===== src/rtl/hsv_serial_tx.sv =====
// Serial clock/data driver for the classifier pixel link.
// Shifts 24-bit HSV pixels LSB first and tracks the row-major frame position.
module hsv_serial_tx #(
   parameter int LENGTH      = 40,
   parameter int WIDTH       = 60,
   parameter int HALF_PERIOD = 8000
) (
   input  logic        fpga_clk,
   input  logic        rst,
   input  logic [23:0] pix_data,
   input  logic        pix_valid,
   output logic        pix_ready,
   output logic        ser_clk,
   output logic        ser_data,
   output logic        busy,
   output logic [5:0]  row,
   output logic [5:0]  col,
   output logic        frame_done
);

   typedef enum logic [1:0] {IDLE, LOW, HIGH} state_t;

   localparam logic [15:0] HP_M1    = 16'(HALF_PERIOD - 1);
   localparam logic [5:0]  COL_LAST = 6'(WIDTH - 1);
   localparam logic [5:0]  ROW_LAST = 6'(LENGTH - 1);

   state_t      state, state_nxt;
   logic [15:0] half_cnt;
   logic [4:0]  bit_cnt;
   logic [22:0] shreg;
   logic        half_end, last_bit, accept;

   assign half_end = (half_cnt == HP_M1);
   assign last_bit = (bit_cnt == 5'd23);
   assign accept   = pix_valid && pix_ready;

   always_ff @(posedge fpga_clk or posedge rst) begin
      if (rst) state <= IDLE;
      else     state <= state_nxt;
   end

   always_comb begin
      state_nxt = state;
      case (state)
         IDLE:    if (accept)   state_nxt = LOW;
         LOW:     if (half_end) state_nxt = HIGH;
         HIGH:    if (half_end) state_nxt = last_bit ? IDLE : LOW;
         default: state_nxt = IDLE;
      endcase
   end

   always_comb begin
      pix_ready = (state == IDLE) && !rst;
   end

   // bit 0 goes straight to ser_data on load; shreg holds the remaining 23 bits
   always_ff @(posedge fpga_clk or posedge rst) begin
      if (rst) begin
         half_cnt   <= '0;
         bit_cnt    <= '0;
         shreg      <= '0;
         ser_clk    <= 1'b0;
         ser_data   <= 1'b0;
         busy       <= 1'b0;
         row        <= '0;
         col        <= '0;
         frame_done <= 1'b0;
      end else begin
         frame_done <= 1'b0;
         busy       <= (state_nxt != IDLE);
         case (state)
            IDLE: begin
               ser_clk <= 1'b0;
               if (accept) begin
                  shreg    <= pix_data[23:1];
                  ser_data <= pix_data[0];
                  bit_cnt  <= '0;
                  half_cnt <= '0;
               end else begin
                  ser_data <= 1'b0;
               end
            end
            LOW: begin
               if (half_end) begin
                  half_cnt <= '0;
                  ser_clk  <= 1'b1;
               end else begin
                  half_cnt <= half_cnt + 16'd1;
               end
            end
            HIGH: begin
               if (half_end) begin
                  half_cnt <= '0;
                  ser_clk  <= 1'b0;
                  if (!last_bit) begin
                     bit_cnt  <= bit_cnt + 5'd1;
                     ser_data <= shreg[0];
                     shreg    <= {1'b0, shreg[22:1]};
                  end else begin
                     ser_data <= 1'b0;
                     if (col == COL_LAST) begin
                        col <= '0;
                        if (row == ROW_LAST) begin
                           row        <= '0;
                           frame_done <= 1'b1;
                        end else begin
                           row <= row + 6'd1;
                        end
                     end else begin
                        col <= col + 6'd1;
                     end
                  end
               end else begin
                  half_cnt <= half_cnt + 16'd1;
               end
            end
            default: ;
         endcase
      end
   end

endmodule


===== config.mk =====
export PLATFORM = sky130hd
export DESIGN_NAME = hsv_serial_tx
export DESIGN_NICKNAME = d
export VERILOG_FILES = /design/src/rtl/hsv_serial_tx.sv
export SDC_FILE = /design/constraint.sdc
export NUM_CORES = 1
export LEC_CHECK = 0
export CAP_MARGIN = 20
export CORE_ASPECT_RATIO = 1.1
export CORE_MARGIN = 3
export CORE_UTILIZATION = 49
export DETAILED_ROUTE_END_ITERATION = 8
export PLACE_DENSITY = 0.76
export SYNTH_ARGS = -nofsm -noshare
export SYNTH_HDL_FRONTEND = slang
export SYNTH_SLANG_ARGS = --single-unit
export TNS_END_PERCENT = 20

===== constraint.sdc =====
create_clock -name fpga_clk -period 2.3 [get_ports fpga_clk]
set_input_delay 0.345 -clock fpga_clk [delete_from_list [all_inputs] [get_ports fpga_clk]]
set_output_delay 0.345 -clock fpga_clk [all_outputs]
set_load 0.005 [all_outputs]

==> metrics.txt <==
status finished, violations left; failing checks setup timing; kind of critical path reg2reg; htree depth 3; I/O Buffers 43; Seq/Total Area, Yosys 48.92%; share of flip-flops with an asynchronous set or reset 100.0%; crit path time final 2.301 ns; clock latency on the worst-skew pair 0.35 ns; ys flop type dfrtp_1; Mapped Cells 320; hold_ws 0.3923 ns; Switching Fraction 25.61%; initial antenna violation count 0; number of synthesized flops with an enable pin 0; total core area 0.006231 mm²; number of global-route vias before repair 2509; Synth cell types 45; Placer Congestion 0.8325; Routed WL 7296 µm; top cell type's share of synthesized area 48.92%; clock transition at the registers of the reported paths 0.07 ns; crit path launch type flip-flop; MaxCap Viol Count 0; M1 GR Usage 24.95%; most frequent cell after synthesis dfrtp_1; normalized max-slew margin 63.99%; Final Slew Violations 0; Area contributors post-synth dfrtp_1 49%, mux2i_1 7.3%, nor2_1 6.3%; area growth from synthesis to layout 32.70%; IO Count 44; VDD IR max 0.3538 mV; Detail Placement HPWL 4623 µm; WL/cell 15.33 µm; Seq pwr share 47.2%; Initial Utilization 50.90%; vias per cell 5.590; Setup Viol. Count Final 1; largest net degree at the start of global routing 45; global routing's busiest layer met2; cts bufs inserted 9; Fmax 0.4346 GHz; Worst Tran Pin Value 0.5381 ns; first-pass GRT wire length 11310 µm; # diodes 0; Synth Register Bits 62; Power Internal 0.001928 W; Layout Nets 426; Pre-antenna DRT Iters 4; met3 Use GR 6.387%; vias 2661; number of remaining DRC errors 0; Layout Utilization 67.55%; leading area contributor after synthesis dfrtp_1; remaining global-route overflow 0; sw power 0.0006638 W; GRT Overall Usage 19.49%; leakage 1.805 nW; worst-path fanout max 6; Worst EP required 2.57 ns; post-synthesis net count 355; Die Y 90.38 µm; commonest cells in the synthesized netlist 62 x dfrtp_1, 53 x nor2_1, 28 x a21oi_1, 23 x mux2i_1, 21 x nand2_1; fin crit share 100.0%; buffer depth of the longest clock path 2; Power Density 615.7 mW/mm²; share of layout cells above drive strength 1 15.66%; Warnings, synthesis 0; Final ANT Viol Nets 0; combinational share of power 12.4%; Sink Count 62; Clock Tree Root clkbuf_8; Crit path arrival time 2.57 ns; syn_area_per_cell 9.912 µm²; crit path capture type flip-flop; Netlist Area Pre-Place 0.003172 mm²; Post-Route Skew 0.009172 ns; Hold WC Path Type in2async; setup TNS -0.0008975 ns; min setup slack post-route -0.0008975 ns; CTS tree done; met2 usage 29.81%; clock power share 40.4%; final hold violations 0; Die Wd 82.71 µm; die footprint 0.007475 mm²; initial drt markers 188; Row Count 30
## cells by family after synthesis
kind of cell	share of synthesized area, %
AOI/OAI and AO/OA	11.48
xor gates and xnor gates	4.418
adders and majority gates	3.156
buffers and inverters	2.603
DFF	48.92
muxes	7.968
and+or+nand+nor	21.46
## final cells by class
cell class | instances | area (µm²)
multi-input combinational | 241 | 1564
fill | 496 | 2022
clock buffer | 10 | 127.6
clock inverter | 6 | 86.33
inverter | 6 | 22.52
sequential | 62 | 1554
tap | 80 | 100.1
timing repair buffer | 71 | 754.5
## power by group through the flow
stage | logic [W] | registers (W) | clock network, W
after global routing | 0.000358 | 0.00123 | 0.00111
final | 0.000321 | 0.00122 | 0.00105
after floorplan | 0.000187 | 0.00123 | 0
after CTS | 0.000323 | 0.00122 | 0.00106
after global placement | 0.000313 | 0.00124 | 0
after detailed placement | 0.000321 | 0.00124 | 0
## metrics by stage
step,instances,setup WS [ns],power [W],area (µm²)
CTS,466,0.006818,0.002607,4029
floorplan,320,0.01149,0.001413,3172
global placement,450,0.06524,0.001550,3815
finish,476,-0.0008975,0.002592,4209
global route,476,-0.04506,0.002699,4209
detailed placement,450,0.02117,0.001558,3815
## path summary, 6_finish.rpt
path / startpoint / end / slack [ns] / depth (start not counted)
max in group asynchronous: rst / col[1]$_DFFE_PP0P_ / 1.38 / 3
max: state[0]$_DFF_PP0_ / shreg[6]$_DFFE_PP0P_ / -0.0009 / 9
max reg2reg: state[0]$_DFF_PP0_ / shreg[6]$_DFFE_PP0P_ / -0.0009 / 9
min: rst / shreg[22]$_DFFE_PP0P_ / 0.39 / 2
min reg2reg: row[4]$_DFFE_PP0P_ / row[4]$_DFFE_PP0P_ / 0.53 / 1
min in group fpga_clk: row[4]$_DFFE_PP0P_ / row[4]$_DFFE_PP0P_ / 0.53 / 1
## what timing repair did
action,CTS,global route
setup buffers,0,5
hold endpoints to repair,0,0
hold buffers,0,0
resized for setup,0,11
setup endpoints to repair,0,33
## critical path, cell delays in order (launching register included)
cell and delay [ns]:
dfrtp_1 0.39, inv_2 0.08, ha_4 0.12, or4bb_1 0.42, or4_4 0.58, a21oi_4 0.17
buf_12 0.15, clkbuf_16 0.14, nor2_1 0.04, a21oi_1 0.13
## cell usage in the layout, fill, tap and decap left out, drive strengths merged, types with 2 or more instances in the layout
master | synthesis | routed
and2 | 3 | 3
o21ai | 9 | 9
and3 | 3 | 3
a21oi | 30 | 30
bufinv | 0 | 2
nand4b | 2 | 2
o31ai | 5 | 5
o22ai | 2 | 2
nor3 | 3 | 3
buf | 6 | 25
a31oi | 2 | 2
dfrtp | 62 | 62
xnor2 | 3 | 3
nor2 | 53 | 53
xor2 | 13 | 13
nand2 | 21 | 21
nor2b | 3 | 3
or4 | 2 | 2
a41oi | 4 | 4
clkbuf | 5 | 13
and4 | 2 | 2
ha | 8 | 8
nand2b | 2 | 2
a211oi | 2 | 2
mux2i | 23 | 23
nand3 | 20 | 20
clkdlybuf4s50 | 0 | 43
nor4 | 3 | 3
mux2 | 2 | 2
inv | 6 | 6
clkinv | 0 | 3
nand4 | 11 | 11
## registers in the layout (all words and copies together), names as in the netlist
register	cells
bit_cnt	5
busy	1
col	6
frame_done	1
half_cnt	16
shreg	23
state	2
ser_data	1
row	6
ser_clk	1
## layer usage
metal  share of wire, %  up-vias
met3                4.1       16
met2                 50       56
met1                 44     1302
li1                   -     1287
met4                2.4        0
met5                  0        -
Power figures use the tool's default switching activity.
